### src/rtl/param_regfile.sv
// Parametrised multi-read-port register file with self-clearing sweep after reset.
// Latency: 1 cycle from rd_addr to rd_data; ready rises DEPTH edges after reset release.
// Backpressure: none; writes are ignored and reads return 0 until ready is high.
//
// Ports:
//   clk      rising-edge clock
//   rst      synchronous reset, active-high, overrides everything
//   rd_addr  NUM_RD packed read addresses, port k = [k*ADDR_W +: ADDR_W]
//   rd_data  NUM_RD packed registered read data, port k = [k*DATA_W +: DATA_W]
//   wr_en    write enable (honoured only once ready)
//   wr_addr  write address
//   wr_data  write data
//   ready    1 = clear sweep finished, array usable
//
// Optional build macro RF_BYPASS_EN: when defined, a read of the address being
// written on the same edge returns the new data (write-first). When undefined
// the read returns the old contents (read-first).

module param_regfile #(
    parameter int DATA_W   = 32,
    parameter int ADDR_W   = 5,
    parameter int NUM_RD   = 2,
    parameter int ZERO_REG = 1
) (
    input  logic                     clk,
    input  logic                     rst,
    input  logic [NUM_RD*ADDR_W-1:0] rd_addr,
    output logic [NUM_RD*DATA_W-1:0] rd_data,
    input  logic                     wr_en,
    input  logic [ADDR_W-1:0]        wr_addr,
    input  logic [DATA_W-1:0]        wr_data,
    output logic                     ready
);

    localparam int                DEPTH = 1 << ADDR_W;
    localparam logic [ADDR_W-1:0] LAST  = ADDR_W'(DEPTH - 1);

    typedef enum logic {
        CLEAR = 1'b0,
        RUN   = 1'b1
    } state_t;

    state_t              state;
    logic [ADDR_W-1:0]   clr_cnt;
    logic [DATA_W-1:0]   mem [DEPTH];

    // Single array write port shared by the clear sweep and normal writeback.
    logic                mem_we;
    logic [ADDR_W-1:0]   mem_waddr;
    logic [DATA_W-1:0]   mem_wdata;
    logic                run_wr;

    logic [NUM_RD*DATA_W-1:0] rd_next;

    // Writes to entry 0 are dropped when it is the hardwired zero register.
    assign run_wr = (state == RUN) && wr_en &&
                    !((ZERO_REG != 0) && (wr_addr == '0));

    always_comb begin
        mem_we    = 1'b0;
        mem_waddr = clr_cnt;
        mem_wdata = '0;
        if (rst) begin
            mem_we = 1'b0;
        end else if (state == CLEAR) begin
            mem_we = 1'b1;
        end else if (run_wr) begin
            mem_we    = 1'b1;
            mem_waddr = wr_addr;
            mem_wdata = wr_data;
        end
    end

    always_ff @(posedge clk) begin
        if (mem_we) begin
            mem[mem_waddr] <= mem_wdata;
        end
    end

    // Per-port next read value. The zero-register rule takes priority over the
    // bypass so entry 0 never leaks write data when it is hardwired.
    for (genvar k = 0; k < NUM_RD; k++) begin : g_rd
        logic [ADDR_W-1:0] addr;
        logic              zero_hit;
        logic              bypass_hit;
        logic [DATA_W-1:0] nxt;

        assign addr     = rd_addr[k*ADDR_W +: ADDR_W];
        assign zero_hit = (ZERO_REG != 0) && (addr == '0);
`ifdef RF_BYPASS_EN
        assign bypass_hit = wr_en && (wr_addr == addr);
`else
        assign bypass_hit = 1'b0;
`endif

        always_comb begin
            nxt = mem[addr];
            if (zero_hit) begin
                nxt = '0;
            end else if (bypass_hit) begin
                nxt = wr_data;
            end
        end

        assign rd_next[k*DATA_W +: DATA_W] = nxt;
    end

    // Control FSM: CLEAR walks clr_cnt over every entry, then RUN serves reads.
    // The last entry is cleared on the same edge that enters RUN.
    always_ff @(posedge clk) begin
        if (rst) begin
            state   <= CLEAR;
            clr_cnt <= '0;
            ready   <= 1'b0;
            rd_data <= '0;
        end else begin
            case (state)
                CLEAR: begin
                    clr_cnt <= clr_cnt + ADDR_W'(1);
                    rd_data <= '0;
                    if (clr_cnt == LAST) begin
                        state <= RUN;
                        ready <= 1'b1;
                    end
                end
                RUN: begin
                    rd_data <= rd_next;
                end
            endcase
        end
    end

endmodule

### config.mk
export PLATFORM = sky130hd
export DESIGN_NAME = param_regfile
export DESIGN_NICKNAME = d
export VERILOG_FILES = /design/src/rtl/param_regfile.sv
export SDC_FILE = /design/constraint.sdc
export NUM_CORES = 1
export LEC_CHECK = 0
export ABC_CLOCK_PERIOD_IN_PS = 3400
export BUFFER_PORTS_ARGS = -buffer_cell sky130_fd_sc_hd__buf_4
export CAP_MARGIN = 30
export CELL_PAD_IN_SITES_DETAIL_PLACEMENT = 1
export CELL_PAD_IN_SITES_GLOBAL_PLACEMENT = 2
export CORE_MARGIN = 2
export CORE_UTILIZATION = 25
export DETAILED_ROUTE_END_ITERATION = 6
export GPL_ROUTABILITY_DRIVEN = 0
export GPL_TIMING_DRIVEN = 0
export MAX_ROUTING_LAYER = met4
export PLACE_DENSITY_LB_ADDON = 0.25
export RECOVER_POWER = 25
export SLEW_MARGIN = 10
export SYNTH_ARGS = -nofsm -noshare
export SYNTH_HDL_FRONTEND = slang
export SYNTH_SLANG_ARGS = --single-unit
### constraint.sdc
create_clock -name clk -period 3.4 [get_ports clk]
set_clock_uncertainty 0.05 [all_clocks]
set_input_delay 0.34 -clock clk [delete_from_list [all_inputs] [get_ports clk]]
set_output_delay 0.34 -clock clk [all_outputs]
set_load 0.02 [all_outputs]
==> results of run 1 <==
worst max-delay path by stage:
stage | start | cells past startpoint | endpoint
floorplan | state | 6 | mem[26][0]
global placement | state | 5 | mem[9][20]
detailed placement | rd_addr[0] | 7 | rd_data[13]
CTS | state | 5 | mem[23][25]
global route | state | 8 | mem[18][20]
finish | state | 5 | rd_data[62]
routing by layer:
metal	GRT usage [%]	up-vias
li1	-	12570
met1	25.42	16080
met2	32.27	1003
met3	3.688	293
met4	6.950	0
met5	-	-
cell type report:
class | instances | area (sq um)
Inverter | 5 | 18.77
Timing Repair Buffer | 200 | 1987
Buffer | 229 | 1194
Clock inverter | 57 | 486.7
Antenna cell | 6 | 15.01
Sequential cell | 1095 | 32170
Tap cell | 2656 | 3323
Multi-Input combinational cell | 1531 | 17030
Clock buffer | 178 | 3601
Fill cell | 20510 | 139800
cells by family (layout without fill, tap and decap cells):
| logic type | count (synthesis) | count (layout) |
|---|---|---|
| mux | 848 | 848 |
| xor+xnor | 3 | 3 |
| flops | 1095 | 1095 |
| fa+ha+maj | 2 | 2 |
| buf+inv | 234 | 669 |
| compound gates | 380 | 380 |
| simple gates | 298 | 298 |
| other cells | 0 | 6 |
timing repair:
action                     4_1_cts  5_1_grt
hold endpoints to repair         6        0
pin swaps                        3        0
resized for setup                2        3
setup buffers                    7        0
setup endpoints to repair       68      145
hold buffers                     1        0
state kept, by name, indices dropped and copies added, names as in the netlist:
register	cells
rd_data	64
ready	1
state	1
mem	1024
clr_cnt	5
per-stage QoR:
| step | cell area, sq um | setup WS, ps | utilization, % | std cells |
|---|---|---|---|---|
| finish | 59830 | -55.98 | 29.97 | 5957 |
| global route | 59820 | -33.16 | 29.96 | 5955 |
| CTS | 60240 | 48.22 | 30.17 | 5948 |
| detailed placement | 56060 | -227.0 | 28.08 | 5705 |
| global placement | 54320 | -3053 | 27.21 | 5623 |
| floorplan | 50190 | 203.9 | - | 2860 |
critical path, stage by stage (launching register included):
cell and delay [ps]:
dfxtp_1 330, nor2b_1 600, o41ai_1 350, clkbuf_1 530, a221oi_1 1090, o21a_1 370
cell usage after synthesis (9+ instances only):
cell type  instances  share of area [%]
clkbuf_1          90               0.67
o31ai_1           27               0.40
and2_1            34               0.42
nand4_1            9               0.11
buf_2             92               0.92
mux4_2           304                 14
a211oi_1          27               0.40
o2111ai_1         24               0.42
a21oi_1            9              0.090
nor2b_1           36               0.45
o21ai_0           29               0.29
nand2_1           40               0.30
a221oi_1          27               0.47
mux2_2           123                2.8
a22oi_1          150                2.2
a31oi_1           11               0.14
nand3_1           72               0.72
o21a_1            27               0.40
edfxtp_1        1024                 61
mux2i_1          421                8.4
o22ai_1           27               0.34
dfxtp_1           71                2.8
nor2_1            79               0.59
buf_4             25               0.37
buf_6             17               0.38
power by group through the flow:
stage               Clock, mW  Sequential [mW]  Combinational, mW
detailed placement          0             14.9               2.01
floorplan                   0             14.9               1.10
global placement            0             14.9               1.93
global route             14.4             14.7               2.06
finish                   13.7             14.7               1.99
CTS                      14.0             14.7               2.02
==> results_dict.tcl, run 1 <==
set metrics [dict create \
    synth-adder-area-share_pct 0.04985 \
    ant_nets 0 \
    root_buffer "clkbuf_16" \
    hp-class "primary input to flop" \
    track_usage_pct 20.09 \
    power_mw 30.35 \
    grt_pass1_wl_mm 272.4 \
    die_width_um 452.1 \
    grt_pass1_vias 31560 \
    synthMuxAreaShare_pct 24.79 \
    ff2ff_path_depth 5 \
    viasPerCell 5.026 \
    hold_viol 0 \
    synth_top_flop_cell "edfxtp_1" \
    initial_core_util_pct 25.14 \
    drive_gt1_share_pct 27.68 \
    powerDensity_nw_per_um2 507.3 \
    htreeDepth 4 \
    route.met2.wl_mm 97.74 \
    synth_compound_area_share_pct 5.594 \
    final_cell_mix "edfxtp_1, mux2i_1, mux4_2" \
    vias 29940 \
    holdPathEnd "mem[4][24]" \
    ys_ff_latch 1095 \
    path_class "flop to flop" \
    leakage_nw 17.82 \
    yosysSeqAreaShare_pct 64.09 \
    rows 164 \
    synth_top_family_by_area "multiplexers" \
    synth.avg_cell_area_sq_um 17.55 \
    ios 115 \
    combPwrFrac_pct 6.5 \
    regToRegSetupSlack_ps -60 \
    io_buffers 107 \
    die_y_um 452.1 \
    fin_setup_tns_ps -55.98 \
    relSlewSlack_pct 1.327 \
    setup_slack_ps -55.98 \
    fin_nets 3245 \
    dieArea_sq_um 204400 \
    endpoint_kind "flop" \
    max_freq_mhz 289.4 \
    cts.sinks 1095 \
    cp-start-kind "flop" \
    path_clk_slew_ps 60 \
    finalSetupViolCount 1 \
    synthXorXnorAreaFrac_pct 0.05235 \
    layout_commonest_cell "edfxtp_1" \
    area_growth_syn_to_layout_pct 19.19 \
    synth-simple-area-share_pct 2.996 \
    period_needed_ps 3456 \
    synth_area_sq_um 50190 \
    drt_wl_total_mm 202.0 \
    synth_cells 2860 \
    r2r_start "state" \
    drt_iter0_drc 3051 \
    grt_max_degree 33 \
    p_seq_share_pct 48.3 \
    status "finished, violations left" \
    whs_path_depth 2 \
    core_region_area_sq_um 199700 \
    synth-edff-count 1024 \
    p_switching_mw 7.132 \
    yosysWarnings 0 \
    internal_power_mw 23.22 \
    crit_required_ps 4030 \
    drc 0 \
    dr_wl_met3_mm 11.45 \
    cts_tree "done" \
    violations "setup timing" \
    async_flop_share_pct 0 \
    grt_overflow 0 \
    synth_cell_types 50 \
    crit_arrival_ps 4090 \
    numCtsBuffers 131 \
    m1WireLength_mm 85.87 \
    highest_layer "met4" \
    worst_r2r_endpoint "rd_data[62]" \
    timing.final.crit_share_pct 101.6 \
    hpwl_mm 148.0 \
    swShare_pct 23.50 \
    vdd_drop_max_uv 538.8 \
    antenna_found_initial 9 \
    holdWs_ps 89.62 \
    dr.pass1.iters 5 \
    synthesis.nets 2912 \
    slew_violations 0 \
    avgRoutedWirePerCell_um 33.92 \
    maxCapViolations 0 \
    cts_buffer_depth 3 \
    worst_pin_slew_ps 1480 \
    min_from "wr_data[24]" \
    crit_path_max_fanout 10 \
    pwr-share-clk_pct 45.2 \
    clkLatencyLatePin_ps 790 \
]
Note: power is estimated with default switching activity, not from simulation.
==> run 2: changes to the inputs <==
- MAX_ROUTING_LAYER: met4 -> not set
- TNS_END_PERCENT: not set -> 20
==> run 2 against run 1 <==
The run now ends clean. Clock power is essentially flat. Sequential power is essentially flat. Register-to-register slack better by 80 ps. Worst setup slack improved by 82 ps. Worst hold slack better by 19 ps. Sequential cell count unchanged. Maximum frequency increased by 2.4%. Utilization hardly changed. Critical path depth is the same. Sequential share of layout area is essentially flat. Global-route usage down 0.59 points. Non-clock buffer count is 4 lower.
==> results_dict.tcl, run 2 (synthesized netlist as in run 1, its figures left out) <==
set metrics [dict create \
    rows 164 \
    hpwl_mm 148.0 \
    utilization_pct 29.98 \
    cts_tree "done" \
    numCtsBuffers 131 \
    drive_gt1_share_pct 27.65 \
    drt_wl_total_mm 202.0 \
    cts_buffer_depth 3 \
    endpoint_kind "flop" \
    cp_slowest_cell "a221oi_1" \
    dr.pass1.iters 5 \
    crit_buf_inv 1 \
    antenna_found_initial 10 \
    fin_nets 3241 \
    grt_pass1_wl_mm 272.3 \
    crit_path_max_fanout 10 \
    htreeDepth 4 \
    grt_overflow 0 \
    hold_viol 0 \
    power_mw 30.37 \
    ios 115 \
    crit_path_cell_trace "nor2b_1 -> o41ai_1 -> clkbuf_1 -> a221oi_1 -> o21a_1" \
    io_buffers 107 \
    drc 0 \
    clkLatencyLatePin_ps 790 \
    finalSetupViolCount 0 \
    path_class "flop to flop" \
    path_clk_slew_ps 60 \
    powerDensity_nw_per_um2 507.4 \
    max_freq_mhz 296.4 \
    grt_max_degree 33 \
    status "finished, final reports clean" \
    vias 30050 \
    top_regs "mem: 1024 flops, rd_data: 64 flops, clr_cnt: 5 flops" \
    relSlewSlack_pct 21.85 \
    ff2ff_path_depth 5 \
    track_usage_pct 19.50 \
    viasPerCell 5.049 \
    whs_path_depth 2 \
    avgRoutedWirePerCell_um 33.95 \
    cpPeakStageDelay_ps 990 \
    worst_pin_slew_ps 1172 \
    grt_pass1_vias 31570 \
    crit_required_ps 4020 \
    period_needed_ps 3374 \
    dieArea_sq_um 204400 \
    cts.sinks 1095 \
    cp-start-kind "flop" \
    crit_arrival_ps 3990 \
    ant_nets 0 \
    slew_violations 0 \
    die_width_um 452.1 \
    regMostFlops "mem" \
    crit_cells 5 \
    rsz0062_at_grt "false" \
    critPathTopFamily "compound AO/OA/AOI/OAI gates" \
    fin_setup_tns_ps 0 \
    largest_reg_flops 1024 \
    final_cell_mix "edfxtp_1, mux2i_1, mux4_2" \
    drt_iter0_drc 3050 \
    root_buffer "clkbuf_16" \
    initial_core_util_pct 25.14 \
    fillers 20500 \
    timing.final.crit_share_pct 99.24 \
    maxCapViolations 0 \
    area_growth_syn_to_layout_pct 19.23 \
    leakage_nw 17.81 \
    vdd_drop_max_uv 537.8 \
    die_y_um 452.1 \
    layout_commonest_cell "edfxtp_1" \
    core_region_area_sq_um 199700 \
    hp-class "primary input to flop" \
]
## run 2: cell count changes in the layout (fill, tap and decap cells not counted)
| cell | change |
|---|---|
| clkbuf_2 | -5 |
| a22oi_2 | +1 |
| buf_2 | -1 |
| and2_1 | -1 |
| nor2_4 | +1 |
| clkbuf_1 | +1 |
| and2_4 | -2 |
| diode_2 | -2 |
| nor2_1 | -1 |
| buf_16 | +1 |
| clkbuf_4 | -1 |
| a22oi_1 | -1 |
| buf_12 | +1 |
| and2_2 | +3 |
## run 2: worst reg2reg max path, cell delays in order, from the launching register on
cell	delay, ps
dfxtp_1	330
nor2b_1	600
o41ai_1	360
clkbuf_1	540
a221oi_1	990
o21a_1	390
## run 2: layout make-up
type	instances	area (sq um)	share of cell area [%]
diodes	4	10.01	0.01673
plain buffers	229	1194	1.994
clock buffers	178	3601	6.017
clock inverters	57	486.7	0.8133
inverters	5	18.77	0.03136
multi-input cells	1531	17040	28.48
flip-flops and latches	1095	32170	53.75
well taps	2656	3323	5.553
repair buffers	196	2001	3.343
## run 2: path summary, 6_finish.rpt
kind,start,endpoint,slack (ps)
worst min-delay path,wr_data[22],mem[7][22],110
worst max-delay path,state,rd_data[44],30
worst min register to register,ready,ready,440
worst max register to register,state,rd_data[44],30
## run 2: power breakdown
part / leakage, nW / total, mW / internal [mW] / switching, mW
Sequential: 8.50 / 14.7 / 14.6 / 0.0402
Combinational: 7.31 / 1.99 / 0.716 / 1.28
Clock: 2.01 / 13.7 / 7.89 / 5.83
Total: 17.8 / 30.4 / 23.2 / 7.15
## run 2: per-layer routing
layer | vias to the layer above | global-route usage (%) | share of wire, %
met2 | 1065 | 32.17 | 48
met1 | 16130 | 25.46 | 42
met4 | 6 | 6.961 | 3.4
met3 | 285 | 3.736 | 6.0
li1 | 12560 | - | -
met5 | - | 0 | 0.016
## run 2: repair_timing
item	CTS	global route
setup buffers	3	0
hold endpoints to repair	6	0
pin swaps	1	0
endpoints found under the setup margin	68	24
hold buffers	1	0
gates resized for setup	2	2
## run 2: per-stage QoR
stage | area, sq um | worst slack, ps | cells | hold WS (ps)
after global routing | 59840 | 3.117 | 5948 | 131.1
after CTS | 60200 | 50.03 | 5944 | 34.41
after floorplan | 50190 | 203.9 | 2860 | 479.4
after global placement | 54320 | -3053 | 5623 | 416.9
after detailed placement | 56060 | -227.0 | 5705 | 432.6
final | 59850 | 25.74 | 5951 | 108.5
